===== config.mk =====
export PLATFORM = sky130hd
export DESIGN_NAME = gps_stream_arbiter
export DESIGN_NICKNAME = d
export VERILOG_FILES = /design/src/rtl/gps_stream_arbiter.sv
export SDC_FILE = /design/constraint.sdc
export NUM_CORES = 1
export LEC_CHECK = 0
export BUFFER_PORTS_ARGS = -buffer_cell sky130_fd_sc_hd__buf_2
export CAP_MARGIN = 20
export CORE_ASPECT_RATIO = 0.5
export CORE_MARGIN = 8
export CORE_UTILIZATION = 45
export CTS_CLUSTER_SIZE = 14
export DETAILED_ROUTE_END_ITERATION = 8
export GPL_TIMING_DRIVEN = 0
export PLACE_DENSITY_LB_ADDON = 0.15
export SLEW_MARGIN = 10
export SYNTH_ARGS = -nofsm -noshare
export SYNTH_HDL_FRONTEND = slang
export SYNTH_SLANG_ARGS = --single-unit
export TNS_END_PERCENT = 1

===== constraint.sdc =====
create_clock -name clock -period 2.3 [get_ports clock]
set_input_delay 0.115 -clock clock [delete_from_list [all_inputs] [get_ports clock]]
set_output_delay 0.115 -clock clock [all_outputs]
set_load 0.02 [all_outputs]

===== src/rtl/gps_stream_arbiter.sv =====
// gps_stream_arbiter: grants one GPZDA receiver to one of two byte streams for a whole sentence,
// paces receiver loads, aborts on timeout or a restarting '$', and reports one tagged completion per sentence.
module gps_stream_arbiter #(
    parameter int B       = 8,
    parameter int Timeout = 100000,
    parameter int LoadGap = 4
) (
    input  logic         clock,
    input  logic         reset,
    input  logic         in0_valid,
    input  logic [B-1:0] in0_data,
    output logic         in0_ready,
    input  logic         in1_valid,
    input  logic [B-1:0] in1_data,
    output logic         in1_ready,
    output logic         rx_load,
    output logic [B-1:0] rx_data,
    output logic         rx_abort,
    input  logic         rx_resolve,
    input  logic         rx_error,
    output logic         done,
    output logic         done_src,
    output logic [1:0]   done_status,
    output logic         busy
);
    localparam int GW = $clog2(LoadGap);
    localparam int IW = $clog2(Timeout + 1);
    localparam logic [B-1:0] Dollar  = B'(8'h24);
    localparam logic [B-1:0] Newline = B'(8'h0A);

    typedef enum logic [1:0] {IDLE, FEED, DRAIN, ABORT} state_t;

    state_t        r_state, w_next;
    logic          r_grant, r_prio, r_load, r_done, r_done_src;
    logic [B-1:0]  r_data;
    logic [1:0]    r_status, r_done_status;
    logic [GW-1:0] r_gap;
    logic [IW-1:0] r_idle;
    logic          w_gap_zero, w_timeout, w_cand, w_sel, w_sel_valid, w_sel_ready;
    logic          w_take, w_dollar, w_newline, w_fwd, w_feed_dollar;
    logic [1:0]    w_abort_status;
    logic [B-1:0]  w_sel_data;

    // In IDLE the preferred source wins unless only the other one has a byte.
    assign w_cand         = ((r_prio ? in1_valid : in0_valid) || !(r_prio ? in0_valid : in1_valid)) ? r_prio : !r_prio;
    assign w_sel          = (r_state == IDLE) ? w_cand : r_grant;
    assign w_sel_valid    = w_sel ? in1_valid : in0_valid;
    assign w_sel_data     = w_sel ? in1_data : in0_data;
    assign w_gap_zero     = r_gap == '0;
    assign w_timeout      = r_idle == IW'(Timeout);
    assign w_dollar       = w_sel_data == Dollar;
    assign w_newline      = w_sel_data == Newline;
    assign w_take         = w_sel_valid && w_sel_ready;
    assign w_feed_dollar  = (r_state == FEED) && w_sel_valid && w_dollar;
    assign w_fwd          = w_take && (r_state == FEED || (r_state == IDLE && w_dollar));
    assign w_abort_status = w_feed_dollar ? 2'd3 : 2'd2;

    always_ff @(posedge clock or posedge reset) begin
        if (reset) r_state <= IDLE;
        else       r_state <= w_next;
    end

    always_comb begin
        w_next = r_state;
        case (r_state)
            IDLE:    w_next = w_fwd ? FEED : IDLE;
            FEED:    w_next = rx_resolve ? DRAIN : ((w_feed_dollar || w_timeout) ? ABORT : FEED);
            DRAIN:   w_next = ((w_take && w_newline) || w_timeout) ? IDLE : DRAIN;
            default: w_next = IDLE;
        endcase
    end

    // A '$' inside a sentence is left unconsumed so the restarted sentence can replay it.
    always_comb begin
        w_sel_ready = 1'b0;
        case (r_state)
            IDLE:    w_sel_ready = w_gap_zero;
            FEED:    w_sel_ready = w_gap_zero && !w_dollar && !rx_resolve;
            DRAIN:   w_sel_ready = 1'b1;
            default: w_sel_ready = 1'b0;
        endcase
        in0_ready = w_sel_ready && !w_sel;
        in1_ready = w_sel_ready && w_sel;
        rx_abort  = r_state == ABORT;
        busy      = r_state != IDLE;
    end

    always_ff @(posedge clock or posedge reset) begin
        if (reset) begin
            r_grant       <= 1'b0;
            r_prio        <= 1'b0;
            r_load        <= 1'b0;
            r_data        <= '0;
            r_gap         <= '0;
            r_idle        <= '0;
            r_status      <= 2'd0;
            r_done        <= 1'b0;
            r_done_src    <= 1'b0;
            r_done_status <= 2'd0;
        end else begin
            r_load <= w_fwd;
            if (w_fwd) r_data <= w_sel_data;
            r_gap <= w_fwd ? GW'(LoadGap - 1) : (w_gap_zero ? r_gap : r_gap - 1'b1);
            if (r_state == FEED || r_state == DRAIN) r_idle <= w_take ? '0 : (w_timeout ? r_idle : r_idle + 1'b1);
            else r_idle <= '0;
            if (r_state == IDLE && w_fwd) r_grant <= w_sel;
            r_done <= 1'b0;
            if (r_state == FEED && w_next == DRAIN) r_status <= {1'b0, rx_error};
            if (r_state == FEED && w_next == ABORT) begin
                r_status      <= w_abort_status;
                r_done        <= 1'b1;
                r_done_src    <= r_grant;
                r_done_status <= w_abort_status;
            end
            if (r_state == DRAIN && w_next == IDLE) begin
                r_done        <= 1'b1;
                r_done_src    <= r_grant;
                r_done_status <= r_status;
                if (w_take && w_newline) r_prio <= !r_grant;
            end
            // Only a timeout hands priority away; a '$' restart lets the same source win again.
            if (r_state == ABORT && r_status == 2'd2) r_prio <= !r_grant;
        end
    end

    assign rx_load     = r_load;
    assign rx_data     = r_data;
    assign done        = r_done;
    assign done_src    = r_done_src;
    assign done_status = r_done_status;
endmodule


# Yosys cells after proc, flatten, opt, wreduce, memory -nomap -nowiden
# Cells that the tools add are included.
[totals] out_inout_bits=17 inputBits=22 register_bits=38 wordCells=88
[classes] n_eq_ne=11 reduce_logical=35 addsub=2 muxes=29
[op_table] op="$mux W17" count=3
[op_table] op="$mux W2" count=9
[op_table] op="$add A17 B1 Y17 const B" count=1
[op_table] op="$eq A17 B17 Y1 const B" count=1
[op_table] op="$logic_and A1 B1 Y1" count=15
[op_table] op="$mux W1" count=14
[op_table] op="$eq A2 B2 Y1 const B" count=5
[op_table] op="$reduce_bool A2 Y1" count=5
[op_table] op="$eq A8 B4 Y1 const B" count=1
[op_table] op="$eq A8 B6 Y1 const B" count=1
[op_table] op="$mux W8" count=1
[op_table] op="$logic_not A1 Y1" count=6
[op_table] op="$logic_not A2 Y1" count=3
[op_table] op="$pmux W2 S3" count=1
[op_table] op="$logic_or A1 B1 Y1" count=5
[op_table] op="$ne A3 B3 Y1 const B" count=1
[op_table] op="$pmux W1 S3" count=1
[op_table] op="$eq A2 B1 Y1 const B" count=1
[op_table] op="$ne A2 B1 Y1 const B" count=1
[op_table] op="$reduce_and A2 Y1" count=1
[op_table] op="$sub A2 B1 Y2 const B" count=1

# Depth between registers and ports, before layout
[logic_depth] depth_word=20 ltp_mapped=11 depth_no_buf=9

# Worst setup path after synthesis
# No wires, ideal clock.
[synth_timing] kind="register -> register" start="reg r_state[0]" end="reg r_done_src, in the netlist done_src" period_less_slack_ns=2.536 setup_slack_ns=-0.236 setup_time_ns=0.125 arrival_ns=2.411 stages_incl_launch_ff=11 required_ns=2.175 n_path_buf=1 path_cell_list="dfrtp_1 > inv_1 > ha_1 > buf_4 > inv_1 > nand2_1 > a21o_1 > a2111oi_4 > nor4b_4 > a211oi_4 > mux2_4"
[synth_via] elab_chain_cells=16 word_cells_on_any_way=32 cone_classes="5 x eq/ne; 10 x mux; 17 x reduce/logical"
[synth_lines] element="start, declared" line="33" text="state_t r_state, w_next;"
[synth_lines] element="start signal, assigned" line="60" text="else r_state <= w_next;"
[synth_lines] element="$logic_not A2 Y1"
[synth_lines] element="$mux W1" line="46" text="assign w_sel = (r_state == IDLE) ? w_cand : r_grant;"
[synth_lines] element="$mux W8" line="48" text="assign w_sel_data = w_sel ? in1_data : in0_data;"
[synth_lines] element="$eq A8 B6 Y1" line="51" text="assign w_dollar = w_sel_data == Dollar;"
[synth_lines] element="$logic_not A1 Y1" line="78" text="FEED: w_sel_ready = w_gap_zero && !w_dollar && !rx_resolve;"
[synth_lines] element="$logic_and A1 B1 Y1 (2 in series)" line="78"
[synth_lines] element="$pmux W1 S3" line="76" text="case (r_state)"
[synth_lines] element="$logic_and A1 B1 Y1" line="53" text="assign w_take = w_sel_valid && w_sel_ready;"
[synth_lines] element="$logic_and A1 B1 Y1" line="68" text="DRAIN: w_next = ((w_take && w_newline) || w_timeout) ? IDLE : DRAIN;"
[synth_lines] element="$logic_or A1 B1 Y1" line="68"
[synth_lines] element="$mux W2" line="68"
[synth_lines] element="$pmux W2 S3" line="65" text="case (r_state)"
[synth_lines] element="$eq A2 B2 Y1 / $logic_not A2 Y1 (equally long branches)" line="109, 115"
[synth_lines] element="$logic_and A1 B1 Y1 (on tied branches)" line="109, 115"
[synth_lines] element="$reduce_bool A2 Y1 (no source line) / $mux W1 (equally long branches)"
[synth_lines] element="end signal, assigned" line="112" text="r_done_src <= r_grant;"
[synth_lines] element="end signal, assigned" line="117" text="r_done_src <= r_grant;"
[synth_lines] element="end, declared" line="34" text="logic r_grant, r_prio, r_load, r_done, r_done_src;"
# Several ways; a longest one is shown, not always the timed one.
# A chain may end at the register's enable or synchronous reset.

# Final worst setup path
[layout_timing] start="reg r_grant" end="reg r_done_src, in the netlist done_src"
[layout_via] elab_chain_cells=15 word_cells_on_any_way=30 cone_classes="3 x eq/ne; 11 x mux; 16 x reduce/logical"
[layout_lines] element="start, declared" line="34"
[layout_lines] element="start signal, assigned" line="106" text="if (r_state == IDLE && w_fwd) r_grant <= w_sel;"
[layout_lines] element="$mux W1" line="46"
[layout_lines] element="$mux W8" line="48"
[layout_lines] element="$eq A8 B6 Y1" line="51"
[layout_lines] element="$logic_not A1 Y1" line="78"
[layout_lines] element="$logic_and A1 B1 Y1 (2 in series)" line="78"
[layout_lines] element="$pmux W1 S3" line="76"
[layout_lines] element="$logic_and A1 B1 Y1" line="53"
[layout_lines] element="$logic_and A1 B1 Y1" line="68"
[layout_lines] element="$logic_or A1 B1 Y1" line="68"
[layout_lines] element="$mux W2" line="68"
[layout_lines] element="$pmux W2 S3" line="65"
[layout_lines] element="$eq A2 B2 Y1 / $logic_not A2 Y1 (equally long branches)" line="109, 115"
[layout_lines] element="$logic_and A1 B1 Y1 (on tied branches)" line="109, 115"
[layout_lines] element="$reduce_bool A2 Y1 (no source line) / $mux W1 (equally long branches)"
# Several ways; a longest one is shown, not always the timed one. The select of a mux whose other input is x is not followed.

==> reports/metrics.cfg <==
[die]
ios = 39
fp.dieW_um = 118.4
die_y_um = 67.22
fp.dieArea_mm2 = 0.007961
floorplan.initialDensity_pct = 47.22
placeable_core_region_mm2 = 0.005000
core.rowCount = 18

[grt]
gr-usage-met2_pct = 23.33
grt_pass1_vias = 1941
grtUsageMet1_pct = 16.69
number_of_antenna_violations_at_the_first_check_in_global_routing = 0
use_met3_pct = 4.160
grt_overflow = 0
grt-busiest-layer = met2
grt_use_total_pct = 13.79
grt_first_pass_wirelength_um = 9018
grt_max_degree = 39

[cts]
cts-root-buf = sky130_fd_sc_hd__clkbuf_8
cts_made_buffers = 5
tritoncts_num_sinks = 38
tritoncts = yes
insertion_delay_ns = 0.30
htree_num_levels = 2
cts.clk_slew.worst_paths_ns = 0.09
clock_path_buffers = 2

[synth]
area_fraction_in_compound_gates_after_synthesis_pct = 12.51
synth_seq_area_share_pct = 40.28
synthesis.instances = 231
yosys_warnings = 0
synth.cells.most_frequent = sky130_fd_sc_hd__dfrtp_1, sky130_fd_sc_hd__nor2_1, sky130_fd_sc_hd__inv_1
synthSimpleGateAreaFrac_pct = 23.26
synth_fa_ha_area_share_pct = 3.710
yosys.cell_types.count = 54
synth_largest_area_cell = sky130_fd_sc_hd__dfrtp_1
synthesis.nets = 260
synthTopCellsByArea = sky130_fd_sc_hd__dfrtp_1, sky130_fd_sc_hd__mux2_2, sky130_fd_sc_hd__nor2_1
synth-edff-count = 0
synth_xor_area_share_pct = 5.193
synth.most_common_cell = sky130_fd_sc_hd__dfrtp_1
async_flop_share_pct = 100.0
synth_top_area_share_pct = 40.28
post_synth.cell_area_avg_um2 = 10.22
synth_flop_cell = sky130_fd_sc_hd__dfrtp_1
post_synth_mux_area_share_pct = 10.97
synthesized_cell_area_mm2 = 0.002361
combinational_family_with_the_most_area_after_synthesis = simple AND/OR/NAND/NOR gates
synth-seq-cells = 38

[worst_setup_path]
critical_path.endpoint_type = register
setup.worst_path.class = register to register
path_max_fanout = 5
cpPeakStageDelay_ns = 0.43
worst_setup_path_startpoint = r_grant
critical-path-slowest-cell = sky130_fd_sc_hd__dfrtp_1
series_of_cell_instances_along_the_critical_path = mux2_2 > o22ai_2 > a31oi_2 > a211o_2 > a211oi_4 > mux2_4
startpoint_type = register
worst_path_arrival_ns = 2.64
regToRegStartpoint = r_grant
timing.critical_path.required_ns = 2.50

[placement]
postPlaceCellArea_mm2 = 0.002648
placement.io_buffers = 38
hpwlAfterDp_um = 3763
numPlacedInstances = 339
place_congestion = 0.8687

[sta]
holdWs_ns = 0.1748
tightest_slew_ns = 0.8087
setup_ws_ns = -0.1416
maxSlewViolCount = 0
clock-skew-final_ns = 0.009756
timing.final.crit_period_ns = 2.442
timing.final.crit_share_pct = 106.2
hold_viol = 0
finalSetupViolCount = 12
rsz0062_at_grt = yes
slew_headroom_pct = 46.01
fmax_ghz = 0.4096

[worst_hold_path]
hold_wc_startpoint = rx_error
worst_hold_path_type = input pin to register

[power_and_ir_drop]
post-layout-total-power_mw = 1.603
power_leakage_nw = 1.392
p_sw_share_pct = 30.88
worst_ir_drop_vdd_mv = 0.2075
internal_power_component_mw = 1.108
power-per-cell-area_mw_per_mm2 = 523.2
power.switching_mw = 0.4950
power_frac_clock_pct = 31.4
pwr-share-comb_pct = 21.5
sequentialPowerShare_pct = 47.1

[routing]
first_pass_iters = 4
drcViolationCount = 0
per_cell_via_count_in_the_routed_design = 5.370
routed_wire_length_per_instance_um = 15.18
routed_vias = 1944
drtIter0Drc = 98
detail-route-antenna-nets = 0
postRouteWirelength_um = 5496

[job]
drv_cap = 0

[outcome]
status = finished with violations
violations_in_the_final_reports = setup timing

[finish]
area_delta_synth_final_pct = 29.73
design_area_mm2 = 0.003063
utilization_pct = 61.26
final_layout_size_suffix_gt1_share_pct = 42.81
nNetsFinal = 320
insertedDiodeCount = 0
final_cell_count_no_fill = 362

==> registers in the layout (all words and copies together), names as in the netlist <==
signal / count
r_idle: 17
done_status: 2
r_state: 2
done_src: 1
r_grant: 1
rx_data: 8
r_prio: 1
rx_load: 1
done: 1
r_gap: 2
r_status: 2
==> cells in the final DEF, fill, tap and decap left out, types with 2 or more instances in the layout <==
cell                       count
sky130_fd_sc_hd__inv_1        17
sky130_fd_sc_hd__inv_2         4
sky130_fd_sc_hd__a211oi_4      2
sky130_fd_sc_hd__clkbuf_8      6
sky130_fd_sc_hd__nor3_4        2
sky130_fd_sc_hd__nand2_1      13
sky130_fd_sc_hd__or3_1         2
sky130_fd_sc_hd__o21ai_2       2
sky130_fd_sc_hd__ha_1          2
sky130_fd_sc_hd__nor4bb_1      4
sky130_fd_sc_hd__nor3_1        5
sky130_fd_sc_hd__xor2_1       10
sky130_fd_sc_hd__ha_2          2
sky130_fd_sc_hd__nand3_1       6
sky130_fd_sc_hd__mux2_2       11
sky130_fd_sc_hd__nor4_4        2
sky130_fd_sc_hd__mux2i_1       2
sky130_fd_sc_hd__buf_4        14
sky130_fd_sc_hd__ha_4          3
sky130_fd_sc_hd__xnor2_1       4
sky130_fd_sc_hd__dfrtp_1      38
sky130_fd_sc_hd__and3_4        4
sky130_fd_sc_hd__nor2_1       25
sky130_fd_sc_hd__o21ai_0       9
sky130_fd_sc_hd__a22o_1        2
sky130_fd_sc_hd__mux2_4        9
sky130_fd_sc_hd__buf_2        37
sky130_fd_sc_hd__a21oi_1       5
sky130_fd_sc_hd__nand2b_1      2
sky130_fd_sc_hd__nand4_1       8
sky130_fd_sc_hd__buf_6         4
==> area by class of cell <==
class                      count  area, um2
fill                         427       1937
multi-input combinational    169       1505
sequential                    38      950.9
timing repair buffer          54      322.8
tap                           70      87.58
clock buffer                   6      82.58
inverter                      21      78.83
buffer                         2      22.52
clock inverter                 2      12.51
==> power by group through the flow <==
stage                     logic (mW)  clock network (mW)  registers (mW)
final                          0.344               0.504           0.755
after global routing           0.387               0.540           0.762
after CTS                      0.330               0.516           0.754
after detailed placement       0.291                   0           0.768
after global placement         0.279                   0           0.767
after floorplan                0.207                   0           0.761
==> critical path: cells and delay by family (launching register included) <==
| family | cells | cell delay (ns) |
|---|---|---|
| flops | 1 | 0.43 |
| compound gates | 4 | 1.22 |
| mux | 2 | 0.68 |
==> worst paths after layout <==
| path | end | slack, ns | depth (start not counted) |
|---|---|---|---|
| max in group asynchronous | rx_data[4] | 1.25 | 3 |
| hold / removal | r_status[0] | 0.17 | 3 |
| setup / recovery | done_src | -0.14 | 6 |
| hold reg to reg | rx_data[1] | 0.51 | 1 |
| setup reg to reg | done_src | -0.14 | 6 |
| min in group asynchronous | r_idle[6] | 0.52 | 3 |
==> repair_timing <==
item,in CTS,in global routing
endpoints found under the hold margin,9,0
setup buffers,12,3
hold buffers,1,0
endpoints found under the setup margin,36,26
resized for setup,22,27
pin swaps,6,10
==> per-stage QoR <==
step / TNS, ns / setup slack [ns]
after global placement: -6.654 / -0.3399
final: -0.9700 / -0.1416
after global routing: -2.221 / -0.2188
after floorplan: -0.1177 / -0.09360
after detailed placement: -7.296 / -0.3566
after CTS: -0.8557 / -0.1967
==> metal layers <==
metal	up-vias	share of wire, %
li1	938	-
met1	959	46
met2	40	47
met3	7	5.8
met4	0	1.1
met5	-	0
==> cells by family after synthesis <==
group / after synthesis
compound gates: 36
xor+xnor: 14
fa+ha+maj: 7
buf+inv: 24
flops: 38
mux: 23
simple gates: 89
Note: power is estimated with default switching activity, not from simulation.
